[src/rtl/alu_op_sequencer.sv]
// ============================================================================
// Module   : alu_op_sequencer
// Brief    : Buffers ALU commands and issues them to a combinational ALU.
//            It waits a settle time, then returns each result in order.
//            Optional macro ALU_SEQ_CHAIN_EN adds cmd_chain and an accumulator
//            that can stand in for operand A.
// Revision : 1.0
// ============================================================================
`default_nettype none

module alu_op_sequencer #(
    parameter int WIDTH         = 4,
    parameter int SEL_W         = 3,
    parameter int DEPTH         = 4,
    parameter int SETTLE_CYCLES = 1
) (
    input  logic             clk,
    input  logic             rst,
    input  logic             cmd_valid,
    output logic             cmd_ready,
    input  logic [SEL_W-1:0] cmd_sel,
    input  logic [WIDTH-1:0] cmd_a,
    input  logic [WIDTH-1:0] cmd_b,
`ifdef ALU_SEQ_CHAIN_EN
    input  logic             cmd_chain,
`endif
    output logic [WIDTH-1:0] alu_a,
    output logic [WIDTH-1:0] alu_b,
    output logic [SEL_W-1:0] alu_sel,
    input  logic [WIDTH-1:0] alu_out,
    output logic             rsp_valid,
    input  logic             rsp_ready,
    output logic [WIDTH-1:0] rsp_data,
    output logic             rsp_err,
    output logic             busy
);

    localparam int c_AW = (DEPTH > 1) ? $clog2(DEPTH) : 1;
    localparam int c_CW = $clog2(DEPTH + 1);
    localparam int c_SW = $clog2(SETTLE_CYCLES + 1);

    localparam logic [1:0] S_IDLE   = 2'd0;
    localparam logic [1:0] S_SETTLE = 2'd1;
    localparam logic [1:0] S_RESP   = 2'd2;

    logic [SEL_W-1:0] r_fifo_sel [DEPTH];
    logic [WIDTH-1:0] r_fifo_a   [DEPTH];
    logic [WIDTH-1:0] r_fifo_b   [DEPTH];
`ifdef ALU_SEQ_CHAIN_EN
    logic             r_fifo_chain [DEPTH];
    logic [WIDTH-1:0] r_acc;
`endif

    logic [c_AW-1:0]  r_wr_ptr;
    logic [c_AW-1:0]  r_rd_ptr;
    logic [c_CW-1:0]  r_count;
    logic [1:0]       r_state;
    logic [c_SW-1:0]  r_settle;
    logic [WIDTH-1:0] r_alu_a;
    logic [WIDTH-1:0] r_alu_b;
    logic [SEL_W-1:0] r_alu_sel;
    logic             r_rsp_valid;
    logic [WIDTH-1:0] r_rsp_data;
    logic             r_rsp_err;

    logic             w_push;
    logic             w_pop;
    logic             w_empty;
    logic             w_legal;
    logic [WIDTH-1:0] w_issue_a;

    assign w_empty   = (r_count == '0);
    assign cmd_ready = (r_count != c_CW'(DEPTH));
    assign w_push    = cmd_valid && cmd_ready;
    assign w_pop     = (r_state == S_IDLE) && !w_empty;
    assign w_legal   = (r_fifo_sel[r_rd_ptr] <= SEL_W'(4));

`ifdef ALU_SEQ_CHAIN_EN
    assign w_issue_a = r_fifo_chain[r_rd_ptr] ? r_acc : r_fifo_a[r_rd_ptr];
`else
    assign w_issue_a = r_fifo_a[r_rd_ptr];
`endif

    // Storage needs no reset: only entries between the pointers are ever read.
    always_ff @(posedge clk) begin
        if (w_push) begin
            r_fifo_sel[r_wr_ptr] <= cmd_sel;
            r_fifo_a[r_wr_ptr]   <= cmd_a;
            r_fifo_b[r_wr_ptr]   <= cmd_b;
`ifdef ALU_SEQ_CHAIN_EN
            r_fifo_chain[r_wr_ptr] <= cmd_chain;
`endif
        end
    end

    always_ff @(posedge clk or posedge rst) begin
        if (rst) begin
            r_wr_ptr <= '0;
            r_rd_ptr <= '0;
            r_count  <= '0;
        end else begin
            if (w_push) r_wr_ptr <= r_wr_ptr + c_AW'(1);
            if (w_pop)  r_rd_ptr <= r_rd_ptr + c_AW'(1);
            case ({w_push, w_pop})
                2'b10:   r_count <= r_count + c_CW'(1);
                2'b01:   r_count <= r_count - c_CW'(1);
                default: r_count <= r_count;
            endcase
        end
    end

    always_ff @(posedge clk or posedge rst) begin
        if (rst) begin
            r_state     <= S_IDLE;
            r_settle    <= '0;
            r_alu_a     <= '0;
            r_alu_b     <= '0;
            r_alu_sel   <= '0;
            r_rsp_valid <= 1'b0;
            r_rsp_data  <= '0;
            r_rsp_err   <= 1'b0;
`ifdef ALU_SEQ_CHAIN_EN
            r_acc       <= '0;
`endif
        end else begin
            case (r_state)
                S_IDLE: begin
                    if (!w_empty) begin
                        if (w_legal) begin
                            r_alu_a   <= w_issue_a;
                            r_alu_b   <= r_fifo_b[r_rd_ptr];
                            r_alu_sel <= r_fifo_sel[r_rd_ptr];
                            r_settle  <= c_SW'(SETTLE_CYCLES);
                            r_state   <= S_SETTLE;
                        end else begin
                            r_rsp_data  <= '0;
                            r_rsp_err   <= 1'b1;
                            r_rsp_valid <= 1'b1;
                            r_state     <= S_RESP;
                        end
                    end
                end
                S_SETTLE: begin
                    r_settle <= r_settle - c_SW'(1);
                    if (r_settle == c_SW'(1)) begin
                        r_rsp_data  <= alu_out;
                        r_rsp_err   <= 1'b0;
                        r_rsp_valid <= 1'b1;
                        r_state     <= S_RESP;
`ifdef ALU_SEQ_CHAIN_EN
                        r_acc       <= alu_out;
`endif
                    end
                end
                S_RESP: begin
                    if (rsp_ready) begin
                        r_rsp_valid <= 1'b0;
                        r_state     <= S_IDLE;
                    end
                end
                default: r_state <= S_IDLE;
            endcase
        end
    end

    assign alu_a     = r_alu_a;
    assign alu_b     = r_alu_b;
    assign alu_sel   = r_alu_sel;
    assign rsp_valid = r_rsp_valid;
    assign rsp_data  = r_rsp_data;
    assign rsp_err   = r_rsp_err;
    assign busy      = (r_state != S_IDLE) || !w_empty;

endmodule

`default_nettype wire

[config.mk]
export PLATFORM = sky130hd
export DESIGN_NAME = alu_op_sequencer
export DESIGN_NICKNAME = d
export VERILOG_FILES = /design/src/rtl/alu_op_sequencer.sv
export SDC_FILE = /design/constraint.sdc
export NUM_CORES = 1
export LEC_CHECK = 0
export CAP_MARGIN = 25
export CORE_MARGIN = 2
export CORE_UTILIZATION = 45
export DETAILED_ROUTE_END_ITERATION = 10
export HOLD_SLACK_MARGIN = 0.06
export PLACE_DENSITY = 0.67
export SLEW_MARGIN = 20
export SYNTH_ARGS = -nofsm -noshare
export SYNTH_HDL_FRONTEND = slang
export SYNTH_SLANG_ARGS = --single-unit
export TNS_END_PERCENT = 30
[constraint.sdc]
create_clock -name clk -period 3.65 [get_ports clk]
set_input_delay 0.73 -clock clk [delete_from_list [all_inputs] [get_ports clk]]
set_output_delay 0.73 -clock clk [all_outputs]
set_load 0.005 [all_outputs]
Yosys cells after proc, flatten, opt, wreduce, memory -nomap -nowiden
Memories as Yosys holds them, arrays and structs flattened. A register that Yosys moved wholly into a read port is not among the register bits.
Cells that the tools add are included.
{"block": "totals", "reg_bits": 19, "ramBits": 44, "inputBits": 19, "out_inout_bits": 19, "elab_cells": 66, "n_memories": 3}
{"block": "classes", "addsub": 5, "order_cmp": 1, "n_eq_ne": 10, "n_mux": 22, "n_bitwise": 1, "n_reduce_logical": 15}
{"name": "r_fifo_a", "depth": 4, "word_bits": 4, "read_ports": 1, "rd_ports_with_merged_regs": 1, "wr": 1, "line_no": "47", "text": "logic [WIDTH-1:0] r_fifo_a [DEPTH];"}
{"name": "r_fifo_b", "depth": 4, "word_bits": 4, "read_ports": 1, "rd_ports_with_merged_regs": 1, "wr": 1, "line_no": "48", "text": "logic [WIDTH-1:0] r_fifo_b [DEPTH];"}
{"name": "r_fifo_sel", "depth": 4, "word_bits": 3, "read_ports": 1, "rd_ports_with_merged_regs": 0, "wr": 1, "line_no": "46", "text": "logic [SEL_W-1:0] r_fifo_sel [DEPTH];"}
{"operator": "$mux 4", "count": 3}
{"operator": "$ne 2x2->1 const B", "count": 5}
{"operator": "$mux 1", "count": 9}
{"operator": "$reduce_and 3->1", "count": 3}
{"operator": "$mux 2", "count": 4}
{"operator": "$pmux 4 s2", "count": 1}
{"operator": "$pmux 2 s3", "count": 1}
{"operator": "$pmux 3 s2", "count": 1}
{"operator": "$reduce_bool 2->1", "count": 3}
{"operator": "$reduce_and 5->1", "count": 1}
{"operator": "$add 2x1->2 const B", "count": 2}
{"operator": "$eq 2x1->1 const B", "count": 2}
{"operator": "$eq 2x2->1 const B", "count": 2}
{"operator": "$pmux 1 s2", "count": 2}
{"operator": "$reduce_and 4->1", "count": 1}
{"operator": "$add 3x1->3 const B", "count": 1}
{"operator": "$le 3x3->1 const B", "count": 1}
{"operator": "$logic_not 3->1", "count": 1}
{"operator": "$ne 3x3->1 const B", "count": 1}
{"operator": "$pmux 1 s3", "count": 1}
{"operator": "$reduce_bool 3->1", "count": 1}
{"operator": "$sub 3x1->3 const B", "count": 1}
{"operator": "$logic_and 1x1->1", "count": 2}
{"operator": "$logic_not 2->1", "count": 1}
{"operator": "other kinds (4)", "count": 4}

Logic depth before layout (Yosys ltp)
{"block": "logic_depth", "ltp_word": 5, "depth_mapped": 10, "ltp_nobuf": 10}

Worst setup path before layout
Ideal clock, no wire load.
{"block": "synth_path", "kind": "reg-to-reg", "from": "reg r_state[1]", "to": "reg r_count[2]", "setup_time_ns": 0.079, "t_arrival_ns": 1.941, "required_ns": 3.571, "setup_slack_ns": 1.630, "stages_incl_launch_ff": 11, "n_path_buf": 1, "period_less_slack_ns": 2.020, "cell_sequence": "dfrtp_1 -> nor2_1 -> nand2b_1 -> buf_2 -> inv_1 -> ha_1 -> inv_1 -> fa_1 -> xor2_1 -> nor2_1 -> xor2_1"}
{"block": "synth_between", "elab_chain_len": 4, "elab_cells_between_ends": 6, "classes_between": "eq/ne (2); mux (1); reduce/logical (3)"}
{"element": "start, declared", "line_no": "57", "text": "logic [1:0] r_state;"}
{"element": "start signal, assigned", "line_no": "114", "text": "r_state <= S_IDLE;"}
{"element": "start signal, assigned", "line_no": "134", "text": "r_state <= S_SETTLE;"}
{"element": "start signal, assigned", "line_no": "139", "text": "r_state <= S_RESP;"}
{"element": "$logic_not 2->1 *", "line_no": "75", "text": "assign w_pop = (r_state == S_IDLE) && !w_empty;"}
{"element": "$logic_and 1x1->1 *", "line_no": "75"}
{"element": "net w_pop", "line_no": "67", "text": "logic w_pop;"}
{"element": "$eq 2x1->1 / $eq 2x2->1 (equally long branches)", "line_no": "104", "text": "case ({w_push, w_pop})"}
{"element": "$pmux 3 s2 / $reduce_bool 2->1 (equally long branches)"}
{"element": "end signal, assigned", "line_no": "105", "text": "2'b10: r_count <= r_count + c_CW'(1);"}
{"element": "end signal, assigned", "line_no": "106", "text": "2'b01: r_count <= r_count - c_CW'(1);"}
{"element": "end signal, assigned", "line_no": "107", "text": "default: r_count <= r_count;"}
{"element": "end, declared", "line_no": "56", "text": "logic [c_CW-1:0] r_count;"}
Mark *: on every way through the listed nets, which the timed path passes. The rest lies on a longest branch.
A chain may end at the register's enable or synchronous reset.

Worst setup path after layout
{"block": "layout_path", "from": "reg r_rd_ptr[0]", "to": "reg r_alu_b[1], in the netlist alu_b[1] (read register of r_fifo_b)"}
{"block": "layout_between", "elab_chain_len": 3}
{"element": "start, declared", "line_no": "55", "text": "logic [c_AW-1:0] r_rd_ptr;"}
{"element": "start signal, assigned", "line_no": "103", "text": "if (w_pop) r_rd_ptr <= r_rd_ptr + c_AW'(1);"}
{"element": "$mem_v2 4x3"}
{"element": "$le 3x3->1", "line_no": "76", "text": "assign w_legal = (r_fifo_sel[r_rd_ptr] <= SEL_W'(4));"}
{"element": "$reduce_and 3->1 (no source line)"}
{"element": "end, declared", "line_no": "60", "text": "logic [WIDTH-1:0] r_alu_b;"}
Parallel ways exist; a longest one is shown, timed or not.

==> summary.md <==
| Metric | Value |
|---|---|
| Status | finished clean |
| Cells after Synth | 160 |
| Fin. max-slew vios | 0 |
| Met2 WL | 2480 µm |
| Clk slew on worst S/H paths | 0.07 ns |
| Reg-to-Reg Start | r_rd_ptr[0] |
| Vias | 1,521 |
| Crit path required time | 3.86 ns |
| Mapped Area | 2820 µm² |
| Rows | 28 |
| Slowest-stage cell, CP | dfrtp_1 |
| Crit Path Class | reg2reg |
| Fmax | 416 MHz |
| Critical path buffer and inverter count | 0 |
| Crit-path max FO | 13 |
| Metal3 WL | 221 µm |
| Setup bufs post-CTS | 0 |
| Yosys reg bits | 71 |
| Worst slew margin | 0.448 |
| Worst Tran Pin Value | 0.828 ns |
| Most frequent cell after synthesis | edfxtp_1 |
| Placed Area | 3270 µm² |
| Setup Skew | 0.00970 ns |
| H-tree levels | 3 |
| Post_cts resized | 0 |
| Synth cell types | 30 |
| Endpoints failing hold | 0 |
| GP Congestion | 0.843 |
| DIE HEIGHT | 83.1 µm |
| FF-to-FF path depth | 4 |
| Effective utilization at floorplan | 0.470 |
| Area of the multi-input gates | 763 µm² |
| CP top delay family | multiplexers |
| Area leader, netlist | edfxtp_1 |
| VDD IR-drop max | 0.367 mV |
| Reg-to-Reg End | alu_b[1] |
| DRT Pass-1 Iters | 4 |
| CTS buffer count | 9 |
| Total gr overflow | 0 |
| Synth top cells by count | 44 x edfxtp_1, 27 x dfrtp_1, 11 x inv_1, 11 x mux4_2 |
| Cell Pwr Density | 846 nW/µm² |
| Fin crit share | 0.659 |
| Clk sinks | 71 |
| DRT iter0 DRCs | 126 |
| Ratio of cells with drive above 1 in the final layout | 0.167 |
| Synth async-reset ratio | 0.380 |
| Pin count of the biggest net entering global routing | 28 |
| Top sig layer | met4 |
| Core ar. | 5990 µm² |
| Crit path time final | 2.41 ns |
| Worst hold path type | reg2reg |
| Top Ports | 38 |
| DIE WIDTH | 83.1 µm |
| Hold_buf cts | 0 |
| Setup TNS | 0 ns |
| Max clock buf depth | 2 |
| Post-synth top area share | 0.469 |
| CTS tree | built |
| Mapped Avg Cell Area | 17.6 µm² |
| Via/cell ratio | 5.34 |
| RSZ-0062 raised after global routing | no |
| Hold EP | r_state[0] |
| Final Total Pwr | 2.89 mW |
| Final WL | 4960 µm |
| Setup crit end kind | flop |
| Max cap viols | 0 |
| Sequential cell area fraction in the yosys report | 0.709 |
| First-pass GRT wire length | 8130 µm |
| Leak | 1.30 nW |
| Register-to-register setup slack | 1.24 ns |
| Clock Tree Root | clkbuf_8 |
| Ys flop type | edfxtp_1 |
| # port buffers | 37 |
| Vias in the first global route | 1,605 |
| Worst hold path depth | 1 |
| Hold_ws | 0.491 ns |
| Initial antenna violation count | 0 |
| DR WL/cell | 17.4 µm |
| Crit path launch | r_rd_ptr[0] |
| DRC viols | 0 |
| Hold path start | r_settle |
| # fillers | 486 |
| Met1 WL | 2180 µm |
| Area grow syn2layout | 21.4% |
| Crit-path max cell delay | 0.89 ns |
| Worst-path cell chain | mux4_2 > o21ai_4 > nand2_4 > mux2_2 |
| CP startpoint kind | flop |
| FF+latch area | 2000 µm² |
| Worst endpoint data arrival time | 2.62 ns |
| Top cells by area, synth | edfxtp_1 47%, dfrtp_1 24%, mux4_2 8.8% |
| Post-Syn Nets | 185 |
| Nets | 230 |
| Final Cell Area | 3420 µm² |
| Antenna fix cells | 0 |
| Final ANT Viol Nets | 0 |
| HPWL after DPL | 3250 µm |
| GR Util All Layers | 0.158 |
| Skew-Pair Late Insertion Delay | 0.33 ns |
| Yosys warns | 0 |
| Number of synthesized flops with an enable pin | 44 |
| Die Area | 6910 µm² |
| Final setup viols | 0 |
## registers in the layout (all words and copies together), names as in the netlist
name,cells
r_settle,1
rsp_valid,1
rsp_err,1
r_rd_ptr,2
r_fifo_b,16
rsp_data,4
r_fifo_a,16
r_count,3
r_wr_ptr,2
r_state,2
r_fifo_sel,12
alu_sel,3
alu_a,4
alu_b,4
## area by class of cell
class / count / share of cell area
clock buffers: 13 / 0.0406
clock inverters: 3 / 0.00439
inverters: 11 / 0.0121
multi-input cells: 75 / 0.223
flip-flops and latches: 71 / 0.584
well taps: 75 / 0.0274
repair buffers: 37 / 0.108
## how the worst max path moves through the flow
stage | cells past startpoint | to | slack, ns
finish | 4 | alu_b[1] | 1.24
global route | 4 | alu_b[1] | 1.09
CTS | 4 | alu_b[1] | 1.17
detailed placement | 9 | r_count[2] | 1.10
global placement | 9 | r_count[2] | 1.17
floorplan | 10 | r_count[2] | 1.63
## report_power, final
group          switching (mW)  total, mW  leakage [nW]  internal [mW]
Combinational           0.473       1.07         0.494          0.600
Clock                   0.260      0.505        0.0812          0.244
Sequential              0.194       1.31         0.724           1.12
## layer usage
layer | GRT usage | up-vias
met3 | 0.0537 | 6
met2 | 0.245 | 38
met1 | 0.199 | 779
met5 | 0 | -
met4 | 0.0775 | 0
li1 | - | 698
## worst reg2reg max path, delay by kind of cell (launching register included)
family,cells,cell delay (ns)
compound gates,1,0.28
mux,2,0.96
flops,1,0.89
simple gates,1,0.16
## metrics by stage
step / std cells / util / setup WS, ns
final: 285 / 0.571 / 1.24
after floorplan: 160 / - / 1.63
after detailed placement: 269 / 0.545 / 1.10
after global placement: 269 / 0.545 / 1.17
after global routing: 285 / 0.571 / 1.09
after CTS: 285 / 0.571 / 1.17
## logic make-up after synthesis
kind of cell,synth area share
fa+ha+maj,0.0293
compound gates,0.0520
flops,0.709
mux,0.128
simple gates,0.0435
xor+xnor,0.0187
buf+inv,0.0200
## placed cells by master, fill, tap and decap left out, types with 2 or more instances in the layout
cell and count:
a22o_1 5, a2bb2oi_1 3, and3_1 4, clkbuf_1 4, clkbuf_8 9, clkdlybuf4s50_1 37, clkinv_2 3, dfrtp_1 27
edfxtp_1 44, ha_1 5, inv_1 10, mux2_2 9, mux4_2 11, nand2_1 5, nor2_1 9, nor3_1 2
o31ai_1 2, xnor2_1 4, xor2_1 2
(Power assumes the default switching activity.)
